$ cat config.mk
export PLATFORM = sky130hd
export DESIGN_NAME = mips_debug_reader
export DESIGN_NICKNAME = d
export VERILOG_FILES = /design/src/rtl/mips_debug_pkg.sv /design/src/rtl/mips_debug_reader.sv
export SDC_FILE = /design/constraint.sdc
export NUM_CORES = 1
export LEC_CHECK = 0
export CAP_MARGIN = 5
export CORE_ASPECT_RATIO = 1.2
export CORE_MARGIN = 3
export CORE_UTILIZATION = 41
export DETAILED_ROUTE_END_ITERATION = 8
export PLACE_DENSITY = 0.77
export SETUP_SLACK_MARGIN = 0.5
export SYNTH_ARGS = -nofsm -noshare
export SYNTH_HDL_FRONTEND = slang
export SYNTH_SLANG_ARGS = --single-unit
$ cat constraint.sdc
create_clock -name clk -period 2.1 [get_ports clk]
set_clock_uncertainty 0.2 [all_clocks]
set_input_delay 0.42 -clock clk [delete_from_list [all_inputs] [get_ports clk]]
set_output_delay 0.42 -clock clk [all_outputs]
set_load 0.01 [all_outputs]
$ cat src/rtl/mips_debug_pkg.sv
// mips_debug_pkg: debug-port widths shared with mips and the reader FSM states.
package mips_debug_pkg;
  localparam int ADDR_W = 7;
  localparam int DATA_W = 32;
  typedef enum logic [2:0] {RUN, HALT, SCAN, HOLD, STEP} state_e;
endpackage

$ cat src/rtl/mips_debug_reader.sv
// mips_debug_reader: halts, steps or sweeps the mips debug port and streams captured words out.
module mips_debug_reader #(
  parameter int ADDR_W     = mips_debug_pkg::ADDR_W,
  parameter int DATA_W     = mips_debug_pkg::DATA_W,
  parameter int RD_LAT     = 1,
  parameter int FIRST_ADDR = 0,
  parameter int LAST_ADDR  = 127
) (
  input  logic              clk,
  input  logic              rst,
  input  logic              halt_req,
  input  logic              run_req,
  input  logic              step_req,
  input  logic              snap_req,
  output logic              debug_en,
  output logic              debug_step,
  output logic [ADDR_W-1:0] debug_addr,
  input  logic [DATA_W-1:0] debug_data,
  output logic              out_valid,
  input  logic              out_ready,
  output logic [DATA_W-1:0] out_data,
  output logic [ADDR_W-1:0] out_addr,
  output logic              out_last,
  output logic              busy
);
  import mips_debug_pkg::*;
  localparam logic [ADDR_W-1:0] FIRST_A = ADDR_W'(FIRST_ADDR);
  localparam logic [ADDR_W-1:0] LAST_A  = ADDR_W'(LAST_ADDR);
  localparam logic [3:0]        LAT_M1  = 4'(RD_LAT - 1);
  state_e              state_q, state_d;
  logic [ADDR_W-1:0]   addr_q, addr_d, out_addr_q, out_addr_d;
  logic [DATA_W-1:0]   out_data_q, out_data_d;
  logic [3:0]          cnt_q, cnt_d;
  logic                en_q, step_q, valid_q, busy_q;
  always_comb begin
    state_d    = state_q;
    addr_d     = addr_q;
    cnt_d      = cnt_q;
    out_data_d = out_data_q;
    out_addr_d = out_addr_q;
    unique case (state_q)
      RUN: begin
        if (snap_req) begin
          state_d = SCAN;
          addr_d  = FIRST_A;
          cnt_d   = LAT_M1;
        end else if (halt_req) state_d = HALT;
      end
      HALT: begin
        if (snap_req) begin
          state_d = SCAN;
          addr_d  = FIRST_A;
          cnt_d   = LAT_M1;
        end else if (step_req) state_d = STEP;
        else if (run_req) state_d = RUN;
      end
      STEP: state_d = HALT;
      SCAN: begin
        if (cnt_q == '0) begin
          out_data_d = debug_data;
          out_addr_d = addr_q;
          state_d    = HOLD;
        end else cnt_d = cnt_q - 4'd1;
      end
      HOLD: begin
        if (out_ready) begin
          if (addr_q == LAST_A) state_d = HALT;
          else begin
            addr_d  = addr_q + ADDR_W'(1);
            cnt_d   = LAT_M1;
            state_d = SCAN;
          end
        end
      end
      default: state_d = RUN;
    endcase
  end
  // Flag outputs are decoded from the next state so they stay registered yet track state_q.
  always_ff @(posedge clk or negedge rst) begin
    if (!rst) begin
      state_q    <= RUN;
      addr_q     <= FIRST_A;
      cnt_q      <= '0;
      out_data_q <= '0;
      out_addr_q <= FIRST_A;
      en_q       <= 1'b0;
      step_q     <= 1'b0;
      valid_q    <= 1'b0;
      busy_q     <= 1'b0;
    end else begin
      state_q    <= state_d;
      addr_q     <= addr_d;
      cnt_q      <= cnt_d;
      out_data_q <= out_data_d;
      out_addr_q <= out_addr_d;
      en_q       <= state_d != RUN;
      step_q     <= state_d == STEP;
      valid_q    <= state_d == HOLD;
      busy_q     <= state_d inside {SCAN, HOLD, STEP};
    end
  end
  assign debug_en   = en_q;
  assign debug_step = step_q;
  assign debug_addr = addr_q;
  assign out_valid  = valid_q;
  assign out_data   = out_data_q;
  assign out_addr   = out_addr_q;
  assign out_last   = valid_q && (out_addr_q == LAST_A);
  assign busy       = busy_q;
endmodule
# == Word-level counts from Yosys, hierarchy flattened ==
# Cells that the tools add are included.
# W data, S select, Z words.
# classes
multipliers,0
div_mod_pow,0
n_addsub,2
mux,18
n_eq_ne,13
reduce_logical,11
bitwise,0
n_shift,0
magnitude_cmp,0
# ops
operator,n
$mux W3,7
$mux W7,3
$mux W4,4
$pmux W3 S5,1
$eq A7 B7 Y1 const B,2
$pmux W7 S2,1
$eq A3 B2 Y1 const B,4
$pmux W4 S3,1
$reduce_bool A3 Y1,3
$add A7 B1 Y7 const B,1
$eq A3 B3 Y1 const B,2
$ne A2 B2 Y1 const B,3
$reduce_and A5 Y1,1
$logic_not A4 Y1,1
$reduce_and A4 Y1,1
$sub A4 B1 Y4 const B,1
$eq A3 B1 Y1 const B,1
$logic_not A3 Y1,1
$mux W2,1
$ne A2 B1 Y1 const B,1
$reduce_and A2 Y1,1
$reduce_bool A2 Y1,1
$reduce_or A2 Y1,1
$logic_and A1 B1 Y1,1
# totals
word_cells,53
mem_bits_rw,0
latch_bits,0
n_memories,0
register_bits,57
romBits,0

# == Longest topological paths before layout ==
# logic_depth
depth_word,6
depth_mapped,7
mapped_depth_nobuf,6

# == Worst setup path after synthesis ==
# Ideal clock, no wire load.
# synth_timing
path_kind,flip-flop to flip-flop
startpoint,register state_q[0]
endpoint,"register out_addr_q[5], in the netlist out_addr[5]"
setup_slack_ns,-0.160
t_arrival_ns,1.935
setup_time_ns,0.125
stages_incl_launch_ff,7
required_ns,1.775
path_buffers,3
path_cell_list,dfrtp_1 buf_6 or3b_1 or4b_1 buf_6 buf_12 mux2_4
# synth_between
elab_chain_len,2
# synth_lines
item,line_no,rtl
start: declaration,mips_debug_reader.sv:30,"state_e state_q, state_d;"
start signal: assignment,mips_debug_reader.sv:91,state_q <= state_d;
$eq A3 B2 Y1,mips_debug_reader.sv:41,unique case (state_q)
$reduce_and A2 Y1 (no source line),-,
end signal: assignment,mips_debug_reader.sv:95,out_addr_q <= out_addr_d;
end: declaration,mips_debug_reader.sv:31,"logic [ADDR_W-1:0] addr_q, addr_d, out_addr_q, out_addr_d;"
# Every way passes these cells.
# A chain may end at the register's enable or synchronous reset.

# == Worst setup path after layout ==
# layout_timing
startpoint,register state_q[0]
endpoint,"register out_data_q[30], in the netlist out_data[30]"
# layout_between
elab_chain_len,2
# layout_lines
item,line_no,rtl
$eq A3 B2 Y1,mips_debug_reader.sv:41,
$reduce_and A2 Y1 (no source line),-,
end signal: assignment,mips_debug_reader.sv:94,out_data_q <= out_data_d;
end: declaration,mips_debug_reader.sv:32,"logic [DATA_W-1:0] out_data_q, out_data_d;"
# Every way passes these cells.

==> results.txt <==
* Leading area contributor after synthesis: dfrtp_1
* Number of unique standard cell types used by synthesis: 39
* Sequential cell fraction of total power: 32.4%
- The max-slew violation count came to 0.
- Once layout is complete, the utilization of the core stands at 66.0%.
- The critical path is of the reg2reg type.
- Crit share post-route: 103%
- DRT iter0 DRCs: between 60 and 70
- Site Rows: 31
* Crit path buffers/inverters: 1
- Routed WL per cell: 16.6 um
- Starting Density: between 40% and 50%
* Quantity of I/O buffers inserted on ports: 89
* Fillcell total: 456
- After synthesis the netlist holds a flip-flop and latch count of 57.
- In this run the static leakage power is 1.99 nW.
* Clock sink count: 57
- Combinational logic is responsible for about half of the overall power.
- Area taken by flip-flops and latches: around 0.0014 sq mm
- Share of power burned in the clock network: approximately 16%
- After the last flow step, the layout net total stands at 361.
* Worst hold slack: 307 ps
- CP max-delay cell: or4b_4
- Cell Int Power: 3.86 mW
- Power comes to roughly 5.8 mW.
- In the final layout, the share of cells above drive strength 1 is 52.6%.
- In this run the power density over the cells is roughly 1400 mW/mm^2.
- Summed over all layers, the routed wires come to just under 7000 um.
* Router iterations before antenna repair: 6
- Setup crit end kind: flip-flop
- The die is 93.2 um tall.
* Overall Global Routing Usage: 19.3%
* Violated checks: setup timing
- Full die area: about 0.0073 sq mm
- Worst skew pair latency: 330 ps
- Slew headroom: approximately three quarters
* Worst endpoint required time: 2110 ps
* Worst-margin pin slew: 370 ps
- Post-detailed-route count of antenna-violating nets: 0
* Number of hold violations in the final report: 0
- Setup repair after global routing missed its margin: true
- Share of synthesized registers carrying an async set or reset: 100%
* Clock transition time at the flip-flop clock pins of the worst setup and hold paths: about 60 ps
* Area of the multi-input gates: 0.00118 sq mm
- Critical Path, Cell by Cell: or3b_4 -> or4b_4 -> buf_12 -> mux2_4
- The worst setup path is launched from a flip-flop.
- Once routing completed, OpenROAD measured the worst setup slack at -61.3 ps.
- In this run the worst hold path is classified as reg2reg.
- After legalization and detailed placement, the total HPWL measured 4390 um.
- CP top delay family: simple AND/OR/NAND/NOR gates
* Max Cap Viol: 0
- Top cells by area in the synthesized netlist: dfrtp_1 (55%), mux2_4 (22%), buf_12 (3.1%), nand2_1 (1.7%), nor2_1 (1.3%)
- Net switching is 33.1% of the power.
- Max clock buf depth: 2
- Entering global routing, the biggest net connects 29 pins.
* Routed vias/inst: 4.94
- Synthesized area divided by synthesized cell count: 14.4 sq um
* Post-route DRC: 0
* Setup Viol. Count Final: 38
- Global route total overflow: 0
- TritonCTS built the clock tree.
- Final weighted congestion in routability-driven placement: 0.778
- In this run the count of I/O pins placed on the die edge is 90.
- Counting I/O delays and the setup requirement, the final critical path takes between 2000 and 2500 ps.
- The area growth from synthesis to layout is 54.7%.
- Summing every instance area after synthesis gives 0.00260 sq mm.
- Most repeated cell in the gate-level netlist after synthesis: dfrtp_1
- CTS buffer count: 9
- Cell at the root of the clock tree: clkbuf_8
- Number of global-route vias before repair: around 2,100
- Wire length of the first global-routing pass: between 10,000 and 15,000 um
* Syn Inst Count: 180
- In this run the worst path has a maximum fanout of 20.
- Across the VDD grid, the largest voltage drop is 0.559 mV.
* Number of nets in the synthesized netlist: about 220
* Synthesis warning total: 0
* Sum of negative setup slack: -1750 ps
- Part of the Yosys area used for sequential elements: between 50% and 60%
* Maximum level of the CTS H-tree: 3
- The die is 78.7 um wide.
- Data on the critical path arrives at its endpoint at 2180 ps.
- In the synthesized netlist the dominant register cell turns out to be dfrtp_1.
- Status: complete, but fails checks
* Count of inserted antenna diode cells: 0
* Vias after detailed routing: 2,010
- The synthesized design devotes to its leading area cell type 54.9% of total area.
- Most instantiated cells after synthesis: dfrtp_1 (57), mux2_4 (38), nand2_1 (12)
- The analysis attributes to net switching a power of around 1.9 mW.
- Maximum cell stage delay along the critical path: about 550 ps
* Antenna violations before repair: 0
* Number of enable flip-flop cells after synthesis: 0
- Area of the core region: 0.00609 sq mm
- For this run, the top clock speed supported by timing is 0.463 GHz.
==> area by class of cell <==
class	count	share of cell area (%)
clock inverter	2	0.311
sequential	57	35.6
tap	82	2.55
inverter	5	0.467
timing repair buffer	137	27.4
clock buffer	14	4.30
multi-input combinational	110	29.3
==> through the flow <==
stage                     cells  setup WS [ps]  cell area [sq um]
after detailed placement    359           -197               3630
after global routing        407          -91.2               4020
after floorplan             180           -160               2630
after global placement      359           -175               3630
after CTS                   402          -40.5               4130
final                       407          -61.3               4020
==> power groups by stage <==
stage / clock, mW / combinational (mW) / sequential [mW]
2_1_floorplan: 0 / 1.44 / 2.05
3_3_place_gp: 0 / 2.65 / 1.89
3_5_place_dp: 0 / 2.71 / 1.91
4_1_cts: 0.937 / 3.01 / 1.86
5_1_grt: 1.00 / 3.17 / 1.93
6_report: 0.934 / 2.97 / 1.87
==> registers in the layout (all words and copies together) (netlist names) <==
| name | flops |
|---|---|
| out_addr | 7 |
| debug_step | 1 |
| out_data | 32 |
| debug_en | 1 |
| state_q | 3 |
| cnt_q | 4 |
| busy | 1 |
| out_valid | 1 |
| debug_addr | 7 |
==> routing by layer <==
layer / track usage (%) / vias to the layer above / wire length, um
met5: 0 / - / 0
met4: 7.87 / 0 / 77
met3: 5.01 / 7 / 376
met2: 33.2 / 72 / 3550
met1: 22.9 / 1012 / 2760
li1: - / 919 / -
==> cells by family (layout without fill, tap and decap cells) <==
family / after synthesis / count (layout) / synth area share [%]
DFF: 57 / 57 / 54.9
xor gates and xnor gates: 2 / 2 / 0.674
adders and majority gates: 2 / 2 / 0.963
buffers and inverters: 13 / 158 / 5.11
and+or+nand+nor: 45 / 45 / 9.35
AOI/OAI and AO/OA: 17 / 17 / 4.58
muxes: 44 / 44 / 24.4
==> worst register-to-register path, stage by stage (launching register included) <==
cell and delay, ps:
dfrtp_1 380, or3b_4 400, or4b_4 550, buf_12 200, mux2_4 320
==> placed cells by master (no fill, tap or decap), drive strengths merged, types with 3 or more instances in the layout <==
| master | count |
|---|---|
| nor2 | 9 |
| clkbuf | 46 |
| mux2 | 41 |
| buf | 59 |
| dfrtp | 57 |
| mux2i | 3 |
| inv | 5 |
| nand4 | 3 |
| clkdlybuf4s50 | 35 |
| o21ai | 4 |
| clkdlybuf4s15 | 8 |
| nand3 | 6 |
| nand2 | 12 |
==> repair_timing <==
| action | in CTS | in global routing |
|---|---|---|
| setup buffers | 25 | 5 |
| pin swaps | 14 | 6 |
| gates resized for setup | 158 | 41 |
| gates cloned | 1 | 0 |
| hold buffers | 1 | 0 |
| endpoints found under the hold margin | 26 | 0 |
| endpoints found under the setup margin | 105 | 106 |
==> final timing paths <==
check	start	cells after the start	endpoint	slack, ps
worst min register to register	out_data[2]	1	out_data[2]	310
min in group asynchronous	rst	2	out_data[29]	360
worst max register to register	state_q[0]	4	out_data[30]	-60
worst max-delay path	state_q[0]	4	out_data[30]	-60
worst min-delay path	out_data[2]	1	out_data[2]	310
max in group asynchronous	rst	3	debug_addr[5]	740
Power figures use the tool's default switching activity.
